`src/rtl/wb_gpio.sv`:
```
// wb_gpio: Wishbone-slave GPIO port, the successor to the fixed 16-bit I/O slave.
// It adds per-pin direction, a synchronised input path, rising/falling edge
// capture into a W1C STATUS register, and a maskable level interrupt.
//
// Optional feature: define WB_GPIO_ATOMIC_EN to add the write-only SET (7),
// CLR (8) and TGL (9) aliases of OUT. When it is undefined, those addresses
// behave as unmapped and no logic is added.
//
// Bus timing: a request is cyc & stb & ~ack. Ack is registered and is a single
// pulse, so a master that holds stb high gets one access every two cycles.
module wb_gpio #(
    parameter int WIDTH       = 16,
    parameter int SYNC_STAGES = 2
) (
    input  logic             clk,
    input  logic             rst,
    input  logic             wb_cyc_i,
    input  logic             wb_stb_i,
    input  logic             wb_we_i,
    input  logic [3:0]       wb_adr_i,
    input  logic [15:0]      wb_dat_i,
    output logic [15:0]      wb_dat_o,
    output logic             wb_ack_o,
    input  logic [WIDTH-1:0] gpio_i,
    output logic [WIDTH-1:0] gpio_o,
    output logic [WIDTH-1:0] gpio_oe,
    output logic             irq_o
);

    // Word addresses inside the I/O window.
    typedef enum logic [3:0] {
        ADR_OUT     = 4'd0,
        ADR_IN      = 4'd1,
        ADR_DIR     = 4'd2,
        ADR_RISE_EN = 4'd3,
        ADR_FALL_EN = 4'd4,
        ADR_STATUS  = 4'd5,
        ADR_MASK    = 4'd6,
        ADR_SET     = 4'd7,
        ADR_CLR     = 4'd8,
        ADR_TGL     = 4'd9
    } reg_addr_e;

    // Register bits above WIDTH read back as zero.
    function automatic logic [15:0] zext(input logic [WIDTH-1:0] v);
        logic [15:0] r;
        r           = '0;
        r[WIDTH-1:0] = v;
        return r;
    endfunction

    // Control/status registers.
    logic [WIDTH-1:0] r_out;
    logic [WIDTH-1:0] r_dir;
    logic [WIDTH-1:0] r_rise_en;
    logic [WIDTH-1:0] r_fall_en;
    logic [WIDTH-1:0] r_status;
    logic [WIDTH-1:0] r_mask;

    // Input synchroniser and edge history.
    logic [WIDTH-1:0] r_sync [SYNC_STAGES];
    logic [WIDTH-1:0] r_prev;

    // Decoded bus request and datapath wires.
    logic             w_req;
    logic             w_wr;
    logic             w_rd;
    logic [WIDTH-1:0] w_wdat;
    logic [WIDTH-1:0] w_sync_q;
    logic [WIDTH-1:0] w_rise;
    logic [WIDTH-1:0] w_fall;
    logic [WIDTH-1:0] w_w1c;
    logic [WIDTH-1:0] w_status_next;
    logic [WIDTH-1:0] w_out_next;
    logic [15:0]      w_rdata;

    // Ack in flight blocks a second request, which gives the 1-of-2 throughput.
    assign w_req    = wb_cyc_i & wb_stb_i & ~wb_ack_o;
    assign w_wr     = w_req & wb_we_i;
    assign w_rd     = w_req & ~wb_we_i;
    assign w_wdat   = wb_dat_i[WIDTH-1:0];
    assign w_sync_q = r_sync[SYNC_STAGES-1];

    assign gpio_o  = r_out;
    assign gpio_oe = r_dir;

    // Edge detection and STATUS next-state; a fresh edge overrides a W1C of the same bit.
    always_comb begin
        // NOTE: every always_comb output gets a default first so no path can infer a latch.
        w_rise        = w_sync_q & ~r_prev & r_rise_en;
        w_fall        = ~w_sync_q & r_prev & r_fall_en;
        w_w1c         = '0;
        if (w_wr && (wb_adr_i == ADR_STATUS)) begin
            w_w1c = w_wdat;
        end
        w_status_next = (r_status & ~w_w1c) | w_rise | w_fall;
    end

    // Next OUT value: plain write, or the atomic aliases when enabled.
    always_comb begin
        w_out_next = r_out;
        if (w_wr) begin
            case (wb_adr_i)
                ADR_OUT: w_out_next = w_wdat;
`ifdef WB_GPIO_ATOMIC_EN
                ADR_SET: w_out_next = r_out | w_wdat;
                ADR_CLR: w_out_next = r_out & ~w_wdat;
                ADR_TGL: w_out_next = r_out ^ w_wdat;
`endif
                default: w_out_next = r_out;
            endcase
        end
    end

    // Read multiplexer; unmapped and write-only addresses read zero.
    always_comb begin
        w_rdata = '0;
        case (wb_adr_i)
            ADR_OUT:     w_rdata = zext(r_out);
            ADR_IN:      w_rdata = zext(w_sync_q);
            ADR_DIR:     w_rdata = zext(r_dir);
            ADR_RISE_EN: w_rdata = zext(r_rise_en);
            ADR_FALL_EN: w_rdata = zext(r_fall_en);
            ADR_STATUS:  w_rdata = zext(r_status);
            ADR_MASK:    w_rdata = zext(r_mask);
            default:     w_rdata = '0;
        endcase
    end

    // Pad synchroniser chain and one-cycle edge history.
    always_ff @(posedge clk or posedge rst) begin
        if (rst) begin
            // NOTE: the synchroniser is a handful of flops, not a RAM, so resetting it is cheap and keeps IN defined after reset.
            for (int i = 0; i < SYNC_STAGES; i++) begin
                r_sync[i] <= '0;
            end
            r_prev <= '0;
        end else begin
            r_sync[0] <= gpio_i;
            for (int i = 1; i < SYNC_STAGES; i++) begin
                r_sync[i] <= r_sync[i-1];
            end
            r_prev <= w_sync_q;
        end
    end

    // Control/status register file; writes land on the edge that raises ack.
    always_ff @(posedge clk or posedge rst) begin
        if (rst) begin
            r_out     <= '0;
            r_dir     <= '0;
            r_rise_en <= '0;
            r_fall_en <= '0;
            r_status  <= '0;
            r_mask    <= '0;
        end else begin
            // NOTE: non-blocking assignments so every register samples pre-edge values.
            r_out    <= w_out_next;
            r_status <= w_status_next;
            if (w_wr) begin
                case (wb_adr_i)
                    ADR_DIR:     r_dir     <= w_wdat;
                    ADR_RISE_EN: r_rise_en <= w_wdat;
                    ADR_FALL_EN: r_fall_en <= w_wdat;
                    ADR_MASK:    r_mask    <= w_wdat;
                    default:     ;
                endcase
            end
        end
    end

    // Bus response and interrupt; read data holds until the next read.
    always_ff @(posedge clk or posedge rst) begin
        if (rst) begin
            wb_ack_o <= 1'b0;
            wb_dat_o <= '0;
            irq_o    <= 1'b0;
        end else begin
            wb_ack_o <= w_req;
            if (w_rd) begin
                wb_dat_o <= w_rdata;
            end
            irq_o <= |(w_status_next & r_mask);
        end
    end

endmodule

```
`config.mk`:
```
export PLATFORM = sky130hd
export DESIGN_NAME = wb_gpio
export DESIGN_NICKNAME = d
export VERILOG_FILES = /design/src/rtl/wb_gpio.sv
export SDC_FILE = /design/constraint.sdc
export NUM_CORES = 1
export LEC_CHECK = 0
export BUFFER_PORTS_ARGS = -buffer_cell sky130_fd_sc_hd__buf_2
export CORE_AREA = 2 2 132 134
export DETAILED_ROUTE_END_ITERATION = 10
export DIE_AREA = 0 0 134 136
export MAX_ROUTING_LAYER = met4
export PLACE_DENSITY = 0.62
export SETUP_SLACK_MARGIN = 0.15
export SLEW_MARGIN = 20
export SYNTH_ARGS = -nofsm -noshare
export SYNTH_HDL_FRONTEND = slang
export SYNTH_SLANG_ARGS = --single-unit
```
`constraint.sdc`:
```
create_clock -name clk -period 11.7 [get_ports clk]
set_input_delay 1.17 -clock clk [delete_from_list [all_inputs] [get_ports clk]]
set_output_delay 1.17 -clock clk [all_outputs]
set_load 0.01 [all_outputs]
```
# Word-level counts from Yosys, hierarchy flattened
# Cells that the tools add are included.
# totals
ff_bits	162
output_inout_bits	50
inputBits	41
ramBits	0
latchBits	0
n_memories	0
romBits	0
# op_classes
n_lt_le_gt_ge	0
n_mux	2
div_mod_pow	0
multipliers	0
n_shift	0
bitwise_logic	17
eq_ne	6
add_sub_neg	0
n_reduce_logical	8
# op_table
op	n
case mux 16 bit (7 select lines)	1
bitwise AND 16 bit	6
NOT 16 bit	3
bitwise OR 16 bit	2
2-to-1 mux 16 bit	1
OR reduction 16 bit	1
equality test 4 x 3 -> 1 bit (second input constant)	3
AND reduction 2 bit	5
equality test 4 x 2 -> 1 bit (second input constant)	2
bitwise AND 1 bit	4
equality test 4 x 1 -> 1 bit (second input constant)	1
logical NOT 4 bit	1
NOT 1 bit	2
logical AND 1 bit	1

# Depth between registers and ports, before layout
# Gate-level depths: netlist (run 1).
# logic_depth
word_depth	11
depth_mapped	7

# Worst setup path after synthesis (run 1)
# OpenSTA, ideal clock, no wires.
# synth_path
kind	input to register
startpoint	in wb_adr_i[3]
endpoint	reg irq_o
slack_ns	8.787
setup_time_ns	0.139
arrival_time_ns	2.774
cell_stages	6
path_cell_list	buf_2 > and4bb_4 > nand2_2 > a21o_1 > a2111o_1 > or4_1
# synth_between
elab_chain_len	9
# synth_lines
item	line_no	rtl
start: declaration	20	input logic [3:0] wb_adr_i,
equality test 4 x 3 -> 1 bit	93	if (w_wr && (wb_adr_i == ADR_STATUS)) begin
logical AND 1 bit	93	
2-to-1 mux 16 bit	93	
NOT 16 bit	96	w_status_next = (r_status & ~w_w1c) | w_rise | w_fall;
bitwise AND 16 bit	96	
bitwise OR 16 bit (2 in a row)	96	
net w_status_next[6]	73	logic [WIDTH-1:0] w_status_next;
bitwise AND 16 bit	183	irq_o <= |(w_status_next & r_mask);
OR reduction 16 bit	183	
end signal: assignment	183	
end: declaration	27	output logic irq_o
# The timed path passes the listed nets, and every way through them passes these cells.
# A chain may end at the register's enable or synchronous reset.

# Worst setup path after layout (run 1)
# layout_path
startpoint	in wb_adr_i[2]
endpoint	reg r_rise_en[6]
# layout_between
elab_chain_len	2
# layout_lines
item	line_no	rtl
equality test 4 x 2 -> 1 bit	161	case (wb_adr_i)
AND reduction 2 bit (no source line)	n/a	
end signal: assignment	163	ADR_RISE_EN: r_rise_en <= w_wdat;
end: declaration	55	logic [WIDTH-1:0] r_rise_en;
# Every way passes these cells.

==> results of run 1 <==
[synthesized netlist by cell type (all sizes together) (8+ instances only)]
cell type / number / area share (%)
a222oi: 9 / 1.4
mux2: 76 / 13
inv: 18 / 1.0
dfrtp: 162 / 61
clkbuf: 14 / 0.79
o21ai: 20 / 1.5
buf: 10 / 0.70
nand2b: 9 / 0.85
nand3: 17 / 1.3
a21oi: 8 / 0.60
nand3b: 23 / 2.6
o221ai: 9 / 1.2
a22oi: 32 / 3.6
a22o: 19 / 2.5
nand2: 25 / 1.5
[state kept, by name (all words and copies together) (netlist names), 16 cells and up]
name / cells
gpio_o: 16
gpio_oe: 16
r_fall_en: 16
r_mask: 16
r_prev: 16
r_rise_en: 16
r_status: 16
r_sync: 16
w_sync_q: 16
wb_dat_o: 16
[power by group through the flow]
stage          Combinational [µW]  Clock [µW]  Sequential, µW
2_1_floorplan                73.1           0             651
3_3_place_gp                  128           0             651
3_5_place_dp                  132           0             654
4_1_cts                       132         560             643
5_1_grt                       144         583             650
6_report                      130         549             644
[worst max-delay path: stages]
cell,delay [ns]
buf_2,0.16
nor2_1,0.48
and3_1,0.71
and2_1,0.81
mux2_2,0.43
[cell families after synthesis]
family / synth area share, %
DFF: 61.0
muxes: 13.5
and+or+nand+nor: 9.98
buffers and inverters: 2.50
AOI/OAI and AO/OA: 13.0
[metal layers]
metal  wire (µm)  global-route usage, %
met5           0                      -
met4         489                   9.10
met3        1110                   4.25
met2        8190                   30.9
met1        7500                   26.5
[worst paths after layout]
check / start / endpoint / depth (start not counted)
min in group asynchronous: rst / gpio_o[1] / 2
worst min register to register: r_sync[17] / w_sync_q[1] / 0
worst max-delay path: wb_adr_i[2] / r_rise_en[6] / 5
worst max register to register: wb_ack_o / r_mask[2] / 4
max in group asynchronous: rst / r_prev[0] / 3
worst min-delay path: r_sync[17] / w_sync_q[1] / 0
[stage by stage]
stage / total power [µW] / hold slack, ns / util, % / worst slack [ns] / std cells
2_1_floorplan: 724 / 0.331 / - / 6.15 / 506
3_3_place_gp: 779 / 0.334 / 43.6 / 7.86 / 803
3_5_place_dp: 786 / 0.335 / 43.6 / 7.81 / 803
4_1_cts: 1340 / 0.348 / 47.1 / 8.25 / 834
6_report: 1320 / 0.347 / 47.1 / 8.23 / 834
5_1_grt: 1380 / 0.353 / 47.1 / 8.11 / 834
[area by class of cell]
class	count	area, µm²	share of cell area, %
Multi-Input combinational cell	302	2460	30.9
Clock buffer	20	457	5.75
Clock inverter	11	130	1.64
Inverter	18	72.6	0.913
Tap cell	225	282	3.54
Timing Repair Buffer	96	495	6.23
Sequential cell	162	4050	51.0
==> flow_metrics.env, run 1 <==
export IMPL_fin_nets=638
export IMPL_nFillCells=1512
export IMPL_post_synth_cell_area_avg_um2=13.1
export IMPL_rsz0062_at_grt="no"
export IMPL_clock_latency_ns=0.42
export IMPL_dieArea_um2=18200
export IMPL_syn_to_final_growth_pct=19.6
export IMPL_ff2ff_setup_slack_ns=8.95
export IMPL_die_w_um=134
export IMPL_power_density_nw_per_um2=167
export IMPL_cts_buffers=17
export IMPL_slew_viol_final=0
export IMPL_arrival_ns=3.77
export IMPL_worstPathRequired_ns=12.00
export IMPL_postCtsSetupRepairBufs=0
export IMPL_n_antenna_cell=0
export IMPL_final_hold_viol_count=0
export IMPL_path_clk_slew_ns=0.06
export IMPL_drt_iter0_markers=469
export IMPL_worstSetupPathType="input pin to flip-flop"
export IMPL_setup_violations=0
export IMPL_final_area_um2=7950
export IMPL_vias_per_cell=5.70
export IMPL_vias=4756
export IMPL_wl_per_cell_um=20.7
export IMPL_grt_pass1_vias=5019
export IMPL_fin_skew_ns=0.00675
export IMPL_io_pins=91
export IMPL_die_y_um=136
export IMPL_final_common_cell="dfrtp_1"
export IMPL_combPwrFrac_pct=9.9
export IMPL_portBuffers=90
export IMPL_outcome="complete, no violations"
export IMPL_detail_route_drc_violations=0
export IMPL_power_leakage_uw=0.00366
export IMPL_synth_seq_cells=162
export IMPL_overflow=0
export IMPL_grt_max_degree=91
export IMPL_postRouteAntennaNets=0
export IMPL_start_kind="input pin"
export IMPL_yosys_warnings=0
export IMPL_cp_max_fo=16
export IMPL_drv_cap=0
export IMPL_grt_usage_pct=20.4
export IMPL_root_buffer="clkbuf_16"
export IMPL_synth_edf_count=0
export IMPL_dpl_cell_area_um2=7360
export IMPL_syn_cell_area_um2=6640
export IMPL_cts_resized=0
export IMPL_slew_headroom_pct=25.0
export IMPL_ys_seq_area_share_pct=61.0
export IMPL_dp_hpwl_um=11600
export IMPL_min_period_over_period_pct=29.6
export IMPL_syn_num_nets=547
export IMPL_core_um2=16900
export IMPL_fin_crit_ns=3.47
export IMPL_drive_above_1_share_pct=36.3
export IMPL_power_internal_uw=994
export IMPL_cts_sinks=162
export IMPL_pwr_share_seq_pct=48.7
export IMPL_worst_setup_path_end_kind="flip-flop"
export IMPL_tightestPinTransition_ns=1.12
export IMPL_rows=48
export IMPL_cts_tree="done"
export IMPL_ys_types=39
export IMPL_antenna_found_initial=0
export IMPL_yosys_most_used_dff="dfrtp_1"
export IMPL_cts_hold_buf=0
export IMPL_finalWirelength_um=17300
export IMPL_routabilityCongestion=0.885
export IMPL_synth_cells=506
export IMPL_fmax_mhz=289
export IMPL_vdd_drop_max_mv=0.0996
export IMPL_final_cell_mix="dfrtp_1 (162), buf_2 (90), mux2_2 (76)"
export IMPL_netSwitchingPower_uw=330
export IMPL_cts_htree_levels=4
export IMPL_pwr_share_clk_pct=41.5
export IMPL_firstDrtPassIters=5
export IMPL_clockBufferDepth=2
export IMPL_grt_pass1_wl_um=27300
export IMPL_holdCritPathClass="flip-flop to flip-flop"
export IMPL_switching_share_pct=24.9
export IMPL_tns_ns=0
export IMPL_async_flop_share_pct=100
export IMPL_initial_core_util_pct=39.4
Power figures use the tool's default switching activity.
==> run 2: changes to the inputs <==
--- a/config.mk
+++ b/config.mk
@@ -5,12 +5,13 @@
 export SDC_FILE = /design/constraint.sdc
 export NUM_CORES = 1
 export LEC_CHECK = 0
+export ABC_AREA = 1
 export BUFFER_PORTS_ARGS = -buffer_cell sky130_fd_sc_hd__buf_2
 export CORE_AREA = 2 2 132 134
 export DETAILED_ROUTE_END_ITERATION = 10
 export DIE_AREA = 0 0 134 136
 export MAX_ROUTING_LAYER = met4
-export PLACE_DENSITY = 0.62
+export PLACE_DENSITY = 0.63
 export SETUP_SLACK_MARGIN = 0.15
 export SLEW_MARGIN = 20
 export SYNTH_ARGS = -nofsm -noshare
==> constraint.sdc (replaced) <==
create_clock -name clk -period 2.83 [get_ports clk]
set_input_delay 0.283 -clock clk [delete_from_list [all_inputs] [get_ports clk]]
set_output_delay 0.283 -clock clk [all_outputs]
set_load 0.01 [all_outputs]
==> run 2 against run 1 <==
  * Clock-buffer cell count stayed put
  * Core utilization up 1.2 points
  * Die area did not move
  * Design area grew 2.6%
  * Routed wire length increased by 1.4%
  * Critical path depth grew 1
  * Hold slack worse by 0.17 ns
  * Flip-flop and latch count did not move
  * Sequential power grew to 4.2 times the previous value
  * Clock skew is 0.0014 ns lower
  * Sequential share of layout area is 1.3 points lower
  * Critical path type is now flip-flop to flip-flop
==> flow_metrics.env, run 2 <==
export IMPL_cp_slowest_cell="nand3_2"
export IMPL_yosys_most_used_dff="dfrtp_1"
export IMPL_async_flop_share_pct=100
export IMPL_dpl_cell_area_um2=7360
export IMPL_grt_pass1_wl_um=27900
export IMPL_cts_htree_levels=4
export IMPL_dp_slack_ns=0.718
export IMPL_reg2reg_depth=6
export IMPL_dp_hpwl_um=11700
export IMPL_route_met2_wl_um=8080
export IMPL_fin_crit_ns=2.12
export IMPL_holdCritPathClass="input pin to flip-flop"
export IMPL_clock_latency_ns=0.43
export IMPL_grt_usage_pct=20.9
export IMPL_tightestPinTransition_ns=0.818
export IMPL_slew_viol_final=0
export IMPL_yosys_warnings=0
export IMPL_initial_core_util_pct=38.9
export IMPL_worst_setup_path_end_kind="flip-flop"
export IMPL_synth_top_cell_area_share_pct=61.7
export IMPL_root_buffer="clkbuf_16"
export IMPL_fmax_mhz=472
export IMPL_power_density_nw_per_um2=699
export IMPL_arrival_ns=2.45
export IMPL_rsz0062_at_grt="no"
export IMPL_final_cell_mix="nand2_1 (240), dfrtp_1 (162), o21ai_0 (104)"
export IMPL_portBuffers=90
export IMPL_postRouteAntennaNets=0
export IMPL_drive_above_1_share_pct=17.6
export IMPL_finalWirelength_um=17500
export IMPL_cts_buffers=17
export IMPL_tns_ns=0
export IMPL_nFillCells=1599
export IMPL_postCtsSetupRepairBufs=0
export IMPL_setup_violations=0
export IMPL_post_synth_cell_area_avg_um2=9.09
export IMPL_grt_pass1_vias=5136
export IMPL_rows=48
export IMPL_outcome="complete, no violations"
export IMPL_cts_tree="done"
export IMPL_synth_top_area_cell="dfrtp_1"
export IMPL_route_met3_wl_um=831
export IMPL_cts_sinks=162
export IMPL_die_w_um=134
export IMPL_crit_top_cell="nand3_2"
export IMPL_syn_cell_area_um2=6570
export IMPL_crit_chain="inv_1 -> nand3_2 -> nor2_1 -> buf_4 -> nand3_2 -> o21ai_0"
export IMPL_fin_skew_ns=0.00537
export IMPL_synth_cells=722
export IMPL_fin_nets=881
export IMPL_ys_seq_area_share_pct=61.7
export IMPL_core_um2=16900
export IMPL_worstSetupStartpoint="wb_ack_o"
export IMPL_highest_layer="met4"
export IMPL_n_antenna_cell=0
export IMPL_dieArea_um2=18200
export IMPL_yosysMostFrequentCell="nand2_1"
export IMPL_setup_slack_ns=0.709
export IMPL_syn_num_nets=763
export IMPL_vdd_drop_max_mv=0.425
export IMPL_final_area_um2=8150
export IMPL_detail_route_drc_violations=0
export IMPL_vias_per_cell=4.95
export IMPL_routabilityCongestion=0.826
export IMPL_min_from="wb_dat_i[12]"
export IMPL_worstReg2RegStart="wb_ack_o"
export IMPL_die_y_um=136
export IMPL_syn_to_final_growth_pct=24.2
export IMPL_worstPathRequired_ns=3.16
export IMPL_min_period_over_period_pct=74.9
export IMPL_synth_seq_cells=162
export IMPL_grt_max_degree=44
export IMPL_drv_cap=0
export IMPL_firstDrtPassIters=5
export IMPL_cp_max_fo=32
export IMPL_ys_types=27
export IMPL_drt_iter0_markers=488
export IMPL_path_clk_slew_ns=0.06
export IMPL_finish_utilization_pct=48.3
export IMPL_vias=5334
export IMPL_max_stage_delay_ns=0.46
export IMPL_synth_edf_count=0
export IMPL_wl_per_cell_um=16.3
export IMPL_worstSetupPathType="flip-flop to flip-flop"
export IMPL_clockBufferDepth=2
export IMPL_final_hold_viol_count=0
export IMPL_power_leakage_uw=0.00407
export IMPL_antenna_found_initial=0
export IMPL_slew_headroom_pct=45.3
export IMPL_hold_path_depth=4
export IMPL_synth_area_leaders="dfrtp_1 (62%), nand2_1 (14%), o21ai_0 (7.9%), inv_1 (3.1%), nand3_1 (2.7%)"
export IMPL_final_common_cell="nand2_1"
export IMPL_io_pins=91
export IMPL_wl_met1_um=8300
export IMPL_start_kind="flip-flop"
export IMPL_synth_commonest_cells="nand2_1 (240), dfrtp_1 (162), o21ai_0 (104)"
export IMPL_overflow=0
==> run 2: worst max-delay path: cells and delay by family, from the launching register on <==
kind / cells / cell delay [ns]
buffers and inverters: 2 / 0.33
AND/OR/NAND/NOR: 3 / 0.97
AO/OA/AOI/OAI: 1 / 0.36
flip-flops: 1 / 0.37
==> run 2: cell families (layout without fill, tap and decap cells) <==
family | Yosys count | count (layout) | synth area share, %
buffers and inverters | 88 | 219 | 5.49
AOI/OAI and AO/OA | 151 | 151 | 13.1
DFF | 162 | 162 | 61.7
and+or+nand+nor | 321 | 321 | 19.7
==> run 2: report_power, final <==
part           internal (µW)  switching, µW
clock                   1480            937
sequential              2540            155
combinational            232            356
total                   4250           1450
==> run 2: final timing paths <==
| kind | slack, ns | endpoint |
|---|---|---|
| worst min-delay path | 0.18 | r_status[12] |
| max in group asynchronous | 1.61 | r_sync[30] |
| worst max-delay path | 0.71 | r_mask[3] |
| worst min register to register | 0.34 | w_sync_q[2] |
| min in group asynchronous | 0.54 | gpio_oe[8] |
| worst max register to register | 0.71 | r_mask[3] |
==> run 2: cell type report <==
type | instances | area, µm² | area share [%]
sequential | 162 | 4050 | 49.7
timing repair buffer | 129 | 823 | 10.1
inverter | 58 | 221 | 2.72
tap | 225 | 282 | 3.45
multi-input combinational | 472 | 2150 | 26.4
clock buffer | 20 | 437 | 5.36
clock inverter | 12 | 184 | 2.26
==> run 2: metal layers <==
layer / GRT usage, % / vias to the layer above
met1: 28.0 / 2551
li1: - / 2611
met3: 4.25 / 28
met5: - / -
met2: 31.9 / 144
met4: 7.27 / 0
==> run 2: what timing repair did <==
| action | in CTS | in global routing |
|---|---|---|
| hold endpoints to repair | 34 | 0 |
| resized for setup | 0 | 0 |
| endpoints found under the setup margin | 0 | 0 |
| hold buffers | 17 | 0 |
==> run 2: metrics by stage <==
step,instances,hold WS [ns],power [µW]
after floorplan,722,0.314,3040
after global placement,1029,0.332,3290
after detailed placement,1029,0.335,3310
after CTS,1078,0.165,5760
after global routing,1078,0.201,5950
final,1078,0.178,5700
==> run 3: changes to the inputs <==
==> constraint.sdc (replaced) <==
create_clock -name clk -period 1.9 [get_ports clk]
set_input_delay 0.19 -clock clk [delete_from_list [all_inputs] [get_ports clk]]
set_output_delay 0.19 -clock clk [all_outputs]
set_load 0.01 [all_outputs]
==> run 3 against run 2 <==
  * Clock-buffer cell count unchanged
  * Maximum frequency increased by 29%
  * Register-to-register slack got worse by 0.45 ns
  * Combinational power increased by 53%
  * Largest cell class unchanged
  * Global-route usage increased by 0.62 points
  * Clock skew increased by 0.0028 ns
  * Highest routed layer unchanged
  * Flip-flop and latch count unchanged
  * Hold slack got worse by 0.082 ns
  * Critical endpoint is now irq_o
==> flow_metrics.env, run 3 (synthesized netlist as in run 2, its figures left out) <==
export IMPL_outcome="complete, no violations"
export IMPL_power_leakage_uw=0.00410
export IMPL_holdCritPathClass="input pin to flip-flop"
export IMPL_firstDrtPassIters=6
export IMPL_final_common_cell="nand2_1"
export IMPL_vdd_drop_max_mv=0.733
export IMPL_worst_setup_path_end_kind="flip-flop"
export IMPL_slew_viol_final=0
export IMPL_fin_nets=895
export IMPL_vias=5525
export IMPL_drt_iter0_markers=686
export IMPL_cts_htree_levels=4
export IMPL_worstPathRequired_ns=2.22
export IMPL_slew_headroom_pct=54.9
export IMPL_portBuffers=90
export IMPL_min_period_over_period_pct=86.5
export IMPL_fmax_mhz=608
export IMPL_setup_violations=0
export IMPL_arrival_ns=1.96
export IMPL_io_pins=91
export IMPL_rows=48
export IMPL_tightestPinTransition_ns=0.677
export IMPL_initial_core_util_pct=38.9
export IMPL_grt_max_degree=114
export IMPL_wl_per_cell_um=16.8
export IMPL_syn_to_final_growth_pct=24.9
export IMPL_overflow=0
export IMPL_ff2ff_setup_slack_ns=0.26
export IMPL_fin_crit_ns=1.64
export IMPL_cts_sinks=162
export IMPL_nFillCells=1604
export IMPL_postRouteAntennaNets=0
export IMPL_clockBufferDepth=2
export IMPL_cp_max_fo=7
export IMPL_grt_pass1_vias=5381
export IMPL_grt_usage_pct=21.5
export IMPL_antenna_found_initial=0
export IMPL_root_buffer="clkbuf_16"
export IMPL_n_antenna_cell=0
export IMPL_power_density_nw_per_um2=997
export IMPL_die_w_um=134
export IMPL_clock_latency_ns=0.43
export IMPL_start_kind="flip-flop"
export IMPL_detail_route_drc_violations=0
export IMPL_path_clk_slew_ns=0.06
export IMPL_routabilityCongestion=0.821
export IMPL_worstSetupStartpoint="wb_ack_o"
export IMPL_tns_ns=0
export IMPL_drv_cap=0
export IMPL_drive_above_1_share_pct=18.8
export IMPL_worstSetupPathType="flip-flop to flip-flop"
export IMPL_grt_pass1_wl_um=28700
export IMPL_vias_per_cell=5.07
export IMPL_cts_buffers=17
export IMPL_dp_slack_ns=0.164
export IMPL_rsz0062_at_grt="yes"
export IMPL_finalWirelength_um=18300
export IMPL_endpoint="irq_o"
export IMPL_finish_utilization_pct=48.6
export IMPL_core_um2=16900
export IMPL_final_cell_mix="nand2_1 (240), dfrtp_1 (162), o21ai_0 (104)"
export IMPL_dieArea_um2=18200
export IMPL_setup_slack_ns=0.256
export IMPL_r2r_end="irq_o"
export IMPL_dp_hpwl_um=12500
export IMPL_die_y_um=136
export IMPL_cts_tree="done"
export IMPL_fin_skew_ns=0.00816
export IMPL_final_hold_viol_count=0
export IMPL_worstReg2RegStart="wb_ack_o"
export IMPL_reg2reg_depth=13
export IMPL_timing_hold_ws_ns=0.0955
run 3: worst max-delay path, stage by stage (launching register included):
cell and delay (ns):
dfrtp_1 0.38, inv_1 0.07, nand3_2 0.09, nor2_4 0.17, clkbuf_4 0.24, nand3_1 0.08, nand2_1 0.06, nand2_1 0.08
nand2_1 0.08, nand2_1 0.05, inv_1 0.04, nand2_1 0.04, nor2_1 0.09, nand2_1 0.05
run 3: per-layer routing:
metal  global-route usage [%]  up-vias  wire length (µm)
met5                        -        -                 0
met4                     7.21        0               380
met3                     4.66       32              1050
met2                     32.6      199              8600
met1                     28.9     2665              8270
li1                         -     2629                 -
run 3: per-stage QoR:
step / cell area (µm²) / std cells / total power [µW]
after floorplan: 6570 / 722 / 4520
after global placement: 7450 / 1041 / 4930
after detailed placement: 7450 / 1041 / 4950
after CTS: 8180 / 1088 / 8220
after global routing: 8200 / 1090 / 8550
final: 8200 / 1090 / 8180
run 3: area by class of cell:
class | instances | area (µm²) | share of cell area [%]
Multi-Input combinational cell | 472 | 2160 | 26.3
Clock inverter | 10 | 114 | 1.39
Clock buffer | 20 | 437 | 5.32
Timing Repair Buffer | 143 | 936 | 11.4
Sequential cell | 162 | 4050 | 49.4
Inverter | 58 | 221 | 2.70
Tap cell | 225 | 282 | 3.43
run 3: how the worst min path moves through the flow:
stage                      from           to  slack [ns]  cells past startpoint
CTS                 wb_dat_i[1]  r_status[1]        0.08                      4
global route        wb_dat_i[3]  r_status[3]        0.10                      4
global placement            rst   r_sync[24]        0.09                      2
finish              wb_dat_i[1]  r_status[1]         0.1                      4
detailed placement          rst   r_sync[24]        0.09                      2
floorplan             gpio_i[0]   r_sync[16]        0.22                      0
run 3: what timing repair did:
action | in CTS | in global routing
hold buffers | 17 | 0
endpoints found under the setup margin | 1 | 13
buffers inserted | 0 | 1
cloned | 0 | 1
hold endpoints to repair | 65 | 0
resized for setup | 1 | 4
run 3: where the power goes:
| group | switching [µW] | internal [µW] | total, µW |
|---|---|---|---|
| Sequential | 246 | 3780 | 4020 |
| Clock | 1350 | 1910 | 3260 |
| Combinational | 545 | 353 | 898 |
